[src/rtl/synapse_irq_pkg.sv]
// Shared types and limits for the synapse interrupt arbiter.
package synapse_irq_pkg;

  localparam int unsigned IRQ_CODE_W     = 16;
  localparam int unsigned IRQ_MAX_INPUTS = 65535;
  localparam int unsigned IRQ_MAX_SYNC   = 3;

  typedef logic [IRQ_CODE_W-1:0] irq_code_t;

  typedef enum logic [0:0] {
    IRQ_IDLE  = 1'b0,
    IRQ_OFFER = 1'b1
  } irq_state_e;

  // Offer presented to the consumer.
  typedef struct packed {
    logic      valid;
    irq_code_t code;
  } irq_offer_t;

endpackage

[src/rtl/irq_pick_highest.sv]
// Combinational priority pick: highest set index of the candidate vector wins.
module irq_pick_highest
  import synapse_irq_pkg::*;
#(
  parameter int unsigned NUM_INPUTS = 16
) (
  input  logic [NUM_INPUTS-1:0] cand,
  output logic                  any_c,
  output irq_code_t             win_c
);

  // Later (higher) indices overwrite earlier ones, so the last hit is the winner.
  always_comb begin
    win_c = '0;
    for (int unsigned i = 0; i < NUM_INPUTS; i++) begin
      if (cand[i]) begin
        win_c = IRQ_CODE_W'(i);
      end
    end
  end

  assign any_c = |cand;

endmodule

[src/rtl/irq_priority_arbiter.sv]
// Interrupt arbiter: optional input synchroniser, edge/level pending capture,
// enable masking and a registered valid/ack offer of the most urgent source.
module irq_priority_arbiter
  import synapse_irq_pkg::*;
#(
  parameter int unsigned           NUM_INPUTS  = 16,
  parameter logic [NUM_INPUTS-1:0] EDGE_MASK   = '1,
  parameter int unsigned           SYNC_STAGES = 0
) (
  input  logic                  sysclk,
  input  logic                  sysreset,
  input  logic [NUM_INPUTS-1:0] in,
  input  logic [NUM_INPUTS-1:0] enable_mask,
  input  logic                  clear_all,
  input  logic                  irq_ack,
  output logic                  irq_valid,
  output logic [IRQ_CODE_W-1:0] irq_code,
  output logic [NUM_INPUTS-1:0] pending
);

  logic [NUM_INPUTS-1:0] s;
  logic [NUM_INPUTS-1:0] edge_hist_q, edge_hist_d;
  logic [NUM_INPUTS-1:0] pending_q, pending_d;
  logic [NUM_INPUTS-1:0] rise;
  logic [NUM_INPUTS-1:0] cand;
  logic [NUM_INPUTS-1:0] code_hit;
  irq_state_e            state_q, state_d;
  irq_offer_t            offer_q, offer_d;
  logic                  any;
  irq_code_t             win;
  logic                  ack_take;

  if (SYNC_STAGES == 0) begin : g_nosync
    assign s = in;
  end else begin : g_sync
    logic [NUM_INPUTS-1:0] sync_q [SYNC_STAGES];
    logic [NUM_INPUTS-1:0] sync_d [SYNC_STAGES];

    always_comb begin
      sync_d[0] = in;
      for (int unsigned k = 1; k < SYNC_STAGES; k++) begin
        sync_d[k] = sync_q[k-1];
      end
    end

    always_ff @(posedge sysclk or posedge sysreset) begin
      if (sysreset) begin
        for (int unsigned k = 0; k < SYNC_STAGES; k++) begin
          sync_q[k] <= '0;
        end
      end else begin
        for (int unsigned k = 0; k < SYNC_STAGES; k++) begin
          sync_q[k] <= sync_d[k];
        end
      end
    end

    assign s = sync_q[SYNC_STAGES-1];
  end

  assign edge_hist_d = s;
  assign rise        = s & ~edge_hist_q;
  assign cand        = pending_q & enable_mask;
  assign ack_take    = (state_q == IRQ_OFFER) && irq_ack;

  // One-hot decode of the code currently on offer.
  always_comb begin
    code_hit = '0;
    for (int unsigned i = 0; i < NUM_INPUTS; i++) begin
      code_hit[i] = (offer_q.code == IRQ_CODE_W'(i));
    end
  end

  // Pending capture: clear_all beats a new edge, a new edge beats an ack-clear.
  always_comb begin
    pending_d = pending_q;
    for (int unsigned i = 0; i < NUM_INPUTS; i++) begin
      if (EDGE_MASK[i]) begin
        if (clear_all) begin
          pending_d[i] = 1'b0;
        end else if (rise[i]) begin
          pending_d[i] = 1'b1;
        end else if (ack_take && code_hit[i]) begin
          pending_d[i] = 1'b0;
        end
      end else begin
        pending_d[i] = s[i];
      end
    end
  end

  irq_pick_highest #(
    .NUM_INPUTS(NUM_INPUTS)
  ) u_pick (
    .cand  (cand),
    .any_c (any),
    .win_c (win)
  );

  // Offer FSM: code is frozen while offered; any exit passes through IDLE.
  always_comb begin
    state_d = state_q;
    offer_d = offer_q;
    case (state_q)
      IRQ_IDLE: begin
        if (any) begin
          offer_d.code  = win;
          offer_d.valid = 1'b1;
          state_d       = IRQ_OFFER;
        end
      end
      IRQ_OFFER: begin
        if (clear_all || irq_ack || !(|(cand & code_hit))) begin
          offer_d.valid = 1'b0;
          state_d       = IRQ_IDLE;
        end
      end
      default: begin
        offer_d.valid = 1'b0;
        state_d       = IRQ_IDLE;
      end
    endcase
  end

  // Edge history resets high so a source already asserted at release raises no edge.
  always_ff @(posedge sysclk or posedge sysreset) begin
    if (sysreset) begin
      state_q     <= IRQ_IDLE;
      offer_q     <= '0;
      pending_q   <= '0;
      edge_hist_q <= '1;
    end else begin
      state_q     <= state_d;
      offer_q     <= offer_d;
      pending_q   <= pending_d;
      edge_hist_q <= edge_hist_d;
    end
  end

  assign irq_valid = offer_q.valid;
  assign irq_code  = offer_q.code;
  assign pending   = pending_q;

  param_range_a : assert property (@(posedge sysclk)
    (NUM_INPUTS >= 2) && (NUM_INPUTS <= IRQ_MAX_INPUTS) && (SYNC_STAGES <= IRQ_MAX_SYNC))
    else $error("irq_priority_arbiter: parameter out of range");

endmodule
[config.mk]
export PLATFORM = sky130hd
export DESIGN_NAME = irq_priority_arbiter
export DESIGN_NICKNAME = d
export VERILOG_FILES = /design/src/rtl/synapse_irq_pkg.sv /design/src/rtl/irq_pick_highest.sv /design/src/rtl/irq_priority_arbiter.sv
export SDC_FILE = /design/constraint.sdc
export NUM_CORES = 1
export LEC_CHECK = 0
export BUFFER_PORTS_ARGS = -buffer_cell sky130_fd_sc_hd__buf_2
export CORE_UTILIZATION = 35
export DETAILED_ROUTE_END_ITERATION = 16
export PLACE_DENSITY = 0.63
export SLEW_MARGIN = 10
export SYNTH_ARGS = -nofsm -noshare
export SYNTH_HDL_FRONTEND = slang
export SYNTH_SLANG_ARGS = --single-unit
[constraint.sdc]
create_clock -name sysclk -period 2.21 [get_ports sysclk]
set_input_delay 0.442 -clock sysclk [delete_from_list [all_inputs] [get_ports sysclk]]
set_output_delay 0.442 -clock sysclk [all_outputs]
set_load 0.05 [all_outputs]
==> impl_metrics.csv <==
group,metric,value,unit
run_status,run_status,"finished, final reports clean",
power,power_leakage,1.03,nW
timing,rsz0062_at_grt,"no",
global_routing,largest_net_degree_at_the_start_of_global_routing,39,
power,comb_power_share,0.376,
setup_path,crit_family,"flip-flops",
logic_synthesis,synth.top_cells.by_area,"sky130_fd_sc_hd__dfrtp_1 (29%), sky130_fd_sc_hd__dfstp_2 (22%), sky130_fd_sc_hd__nand2b_1 (6.5%)",
power,p_sw,0.00103,W
setup_path,startpoint_type,"flop",
placement,gp_congestion,0.880,
floorplan,ios,69,
clock_network,post_cts_setup_driven_buffer_insertion_count,0,
setup_path,cp.arrival,1.29,ns
routing,drt_drc_violations_left,0,
finish,drive_above_1_share,0.354,
power,pwr-share-seq,0.414,
global_routing,global_route.usage.total,0.176,
routing,first_pass_iteration_count_of_the_detailed_router,4,
logic_synthesis,syn_avg_cell_area,10.2,um2
clock_network,tritoncts,"built",
setup_path,rr_endpoint,"state_q$_DFF_PP0_",
placement,half_perimeter_wire_length_after_placement,3570,um
floorplan,core_area,5170,um2
setup_path,cp_slowest_cell,"sky130_fd_sc_hd__dfrtp_1",
setup_path,regToRegSetupSlack,0.57,ns
clock_network,cts-buffers-inserted,5,
power,switching_share,0.440,
floorplan,chipWidth,75.9,um
clock_network,post_cts_hold_buffer_count,0,
routing,route.detailed.wl_per_inst,15.2,um
timing,setup-tns-final,0,ns
logic_synthesis,synth_top_area_frac,0.288,
setup_path,cp.buffers_inverters,1,
clock_network,cts_root_buffer,"sky130_fd_sc_hd__clkbuf_8",
logic_synthesis,synth_cells,188,
timing,hold_viol,0,
flow_run,cap_viol_max_count,0,
finish,num_antenna_cells,0,
clock_network,resized_after_cts,0,
setup_path,critPathMaxStageDelay,0.65,ns
setup_path,critical_path.endpoint_type,"output pin",
finish,nNetsFinal,281,
timing,skew_final,0.00754,ns
timing,final.min_clock_period,1.73,ns
clock_network,worst_skew_pair.late_latency,0.28,ns
clock_network,cts_buffer_depth,2,
floorplan,die_height,75.9,um
floorplan,initial_core_util,0.370,
global_routing,first_pass_grt_wire_length,8020,um
clock_network,clkTransAtPathRegs,0.08,ns
setup_path,worstPathCellList,"buf_2",
timing,achievable-frequency,578,MHz
power,pwr_density_cell,1020,nW/um2
setup_path,worst_r2r_startpoint,"irq_code[2]$_DFFE_PP0P_",
finish,area.growth.synth_to_final,20.7,%
finish,number_of_inserted_filler_cells_in_the_final_layout,510,
worst_hold_path,hold_path_class,"in2async",
setup_path,crit_type,"reg2out",
logic_synthesis,yosysWarningCount,0,
logic_synthesis,synth_cell_types,38,
power,worst_ir_drop_vdd,438,uV
finish,layout_commonest_cell,"sky130_fd_sc_hd__buf_2",
timing,final_setup_violations,0,
global_routing,grt_overflow_total,0,
routing,viasPerCell,5.16,
routing,vias,1632,
setup_path,worst_ep_required_time,1.77,ns
clock_network,numClockSinks,38,
power,pwr_total,0.00235,W
timing,final_max_slew_viol_count,0,
floorplan,fp-row-count,26,
placement,placement.io_buffers,56,
timing,final_min_period_over_clock_period,0.783,
logic_synthesis,synth.largest_area_cell,"sky130_fd_sc_hd__dfrtp_1",
routing,wl,4800,um
setup_path,worst_r2r_path_depth,5,
clock_network,clock_tree.htree_level_count,2,
global_routing,first_global_vias,1597,
floorplan,die_area,5760,um2
logic_synthesis,postSynthRegisterBits,38,
logic_synthesis,synth_seq_area_share,0.508,
routing,postRouteAntennaNets,0,
power,share_clk_of_total_power,0.210,
power,intPower,0.00132,W
global_routing,grt_antenna_before_repair,0,
routing,drt_iter0_drc,107,
setup_path,critical_path_peak_fanout,16,
logic_synthesis,synthesis.area,1910,um2
finish,final_cell_mix,"sky130_fd_sc_hd__buf_2 (56), sky130_fd_sc_hd__dfrtp_1 (22), sky130_fd_sc_hd__nand2b_1 (20), sky130_fd_sc_hd__o21ai_0 (20), sky130_fd_sc_hd__a21oi_1 (17)",
-- how the worst max path moves through the flow --
stage                     cells after the start  slack (ns)                       to               startpoint
after CTS                                     1        0.49              irq_code[2]  irq_code[2]$_DFFE_PP0P_
after global routing                          1        0.42              irq_code[2]  irq_code[2]$_DFFE_PP0P_
after global placement                        6        0.51  irq_code[0]$_DFFE_PP0P_           enable_mask[6]
after detailed placement                      6        0.46  irq_code[0]$_DFFE_PP0P_           enable_mask[3]
after floorplan                               6        0.48        state_q$_DFF_PP0_  irq_code[2]$_DFFE_PP0P_
final                                         1        0.48              irq_code[2]  irq_code[2]$_DFFE_PP0P_
-- layer usage --
metal,part of all wire,wire length (um),global-route usage
met5,0,0,0
met3,0.061,294,0.0446
met1,0.45,2180,0.235
met4,0.0092,44,0.0385
met2,0.48,2280,0.287
-- synthesized netlist by cell type --
cell type / instances
sky130_fd_sc_hd__a21oi_1: 17
sky130_fd_sc_hd__nand4_1: 5
sky130_fd_sc_hd__nor4bb_4: 1
sky130_fd_sc_hd__o311ai_1: 1
sky130_fd_sc_hd__nand2_1: 16
sky130_fd_sc_hd__or2_1: 2
sky130_fd_sc_hd__o21ai_0: 20
sky130_fd_sc_hd__o41ai_2: 1
sky130_fd_sc_hd__o211ai_1: 1
sky130_fd_sc_hd__nand2b_1: 20
sky130_fd_sc_hd__buf_2: 3
sky130_fd_sc_hd__inv_1: 3
sky130_fd_sc_hd__o22a_1: 1
sky130_fd_sc_hd__nand3b_1: 1
sky130_fd_sc_hd__a32o_1: 2
sky130_fd_sc_hd__o221ai_1: 2
sky130_fd_sc_hd__nand4b_1: 3
sky130_fd_sc_hd__nor4_4: 1
sky130_fd_sc_hd__mux2i_1: 1
sky130_fd_sc_hd__clkbuf_1: 3
sky130_fd_sc_hd__a21oi_2: 1
sky130_fd_sc_hd__o21a_1: 1
sky130_fd_sc_hd__conb_1: 1
sky130_fd_sc_hd__nor2_1: 6
sky130_fd_sc_hd__nand3_1: 4
sky130_fd_sc_hd__a31oi_1: 2
sky130_fd_sc_hd__and2_1: 1
sky130_fd_sc_hd__a31o_2: 1
sky130_fd_sc_hd__a22o_4: 1
sky130_fd_sc_hd__a22oi_1: 2
sky130_fd_sc_hd__dfrtp_1: 22
sky130_fd_sc_hd__a22o_1: 6
sky130_fd_sc_hd__o22ai_1: 4
sky130_fd_sc_hd__o21bai_1: 2
sky130_fd_sc_hd__o21ai_1: 1
sky130_fd_sc_hd__buf_4: 12
sky130_fd_sc_hd__o211a_1: 1
sky130_fd_sc_hd__dfstp_2: 16
-- power by group through the flow --
stage | logic (W) | clock network [W] | registers, W
after CTS | 0.000886 | 0.000512 | 0.000971
final | 0.000885 | 0.000493 | 0.000975
after global placement | 0.000871 | 0 | 0.000982
after detailed placement | 0.000884 | 0 | 0.000984
after global routing | 0.000948 | 0.000538 | 0.000997
after floorplan | 0.000510 | 0 | 0.00111
-- stage by stage --
step	cells	hold WS [ns]	cell area [um2]	utilization	worst slack, ns
2_1_floorplan	199	0.446	1950	-	0.477
3_3_place_gp	308	0.550	2210	0.428	0.505
3_5_place_dp	308	0.561	2210	0.428	0.460
4_1_cts	316	0.251	2310	0.446	0.485
5_1_grt	316	0.246	2310	0.446	0.422
6_report	316	0.258	2310	0.446	0.479
-- logic make-up after synthesis --
logic type | share of synthesized area
AOI/OAI and AO/OA | 0.231
other | 0.00196
DFF | 0.508
and+or+nand+nor | 0.187
buffers and inverters | 0.0668
muxes | 0.00524
-- state kept, by name, indices dropped and copies added (netlist names) --
register,cells
irq_code,4
irq_valid,1
pending,16
edge_hist_q,16
state_q,1
-- cell type report --
class,instances,area (um2),share of cell area
Clock inverter,2,12.5,0.00542
Clock buffer,6,82.6,0.0358
Sequential cell,38,971,0.421
Inverter,3,11.3,0.00488
Multi-Input combinational cell,140,855,0.370
Timing Repair Buffer,57,288,0.125
Tap cell,70,87.6,0.0380
-- tightest hold or removal path: cells and delay by family --
kind | cells | cell delay [ns]
buffers and inverters | 3 | 0.54
Power figures use the tool's default switching activity.
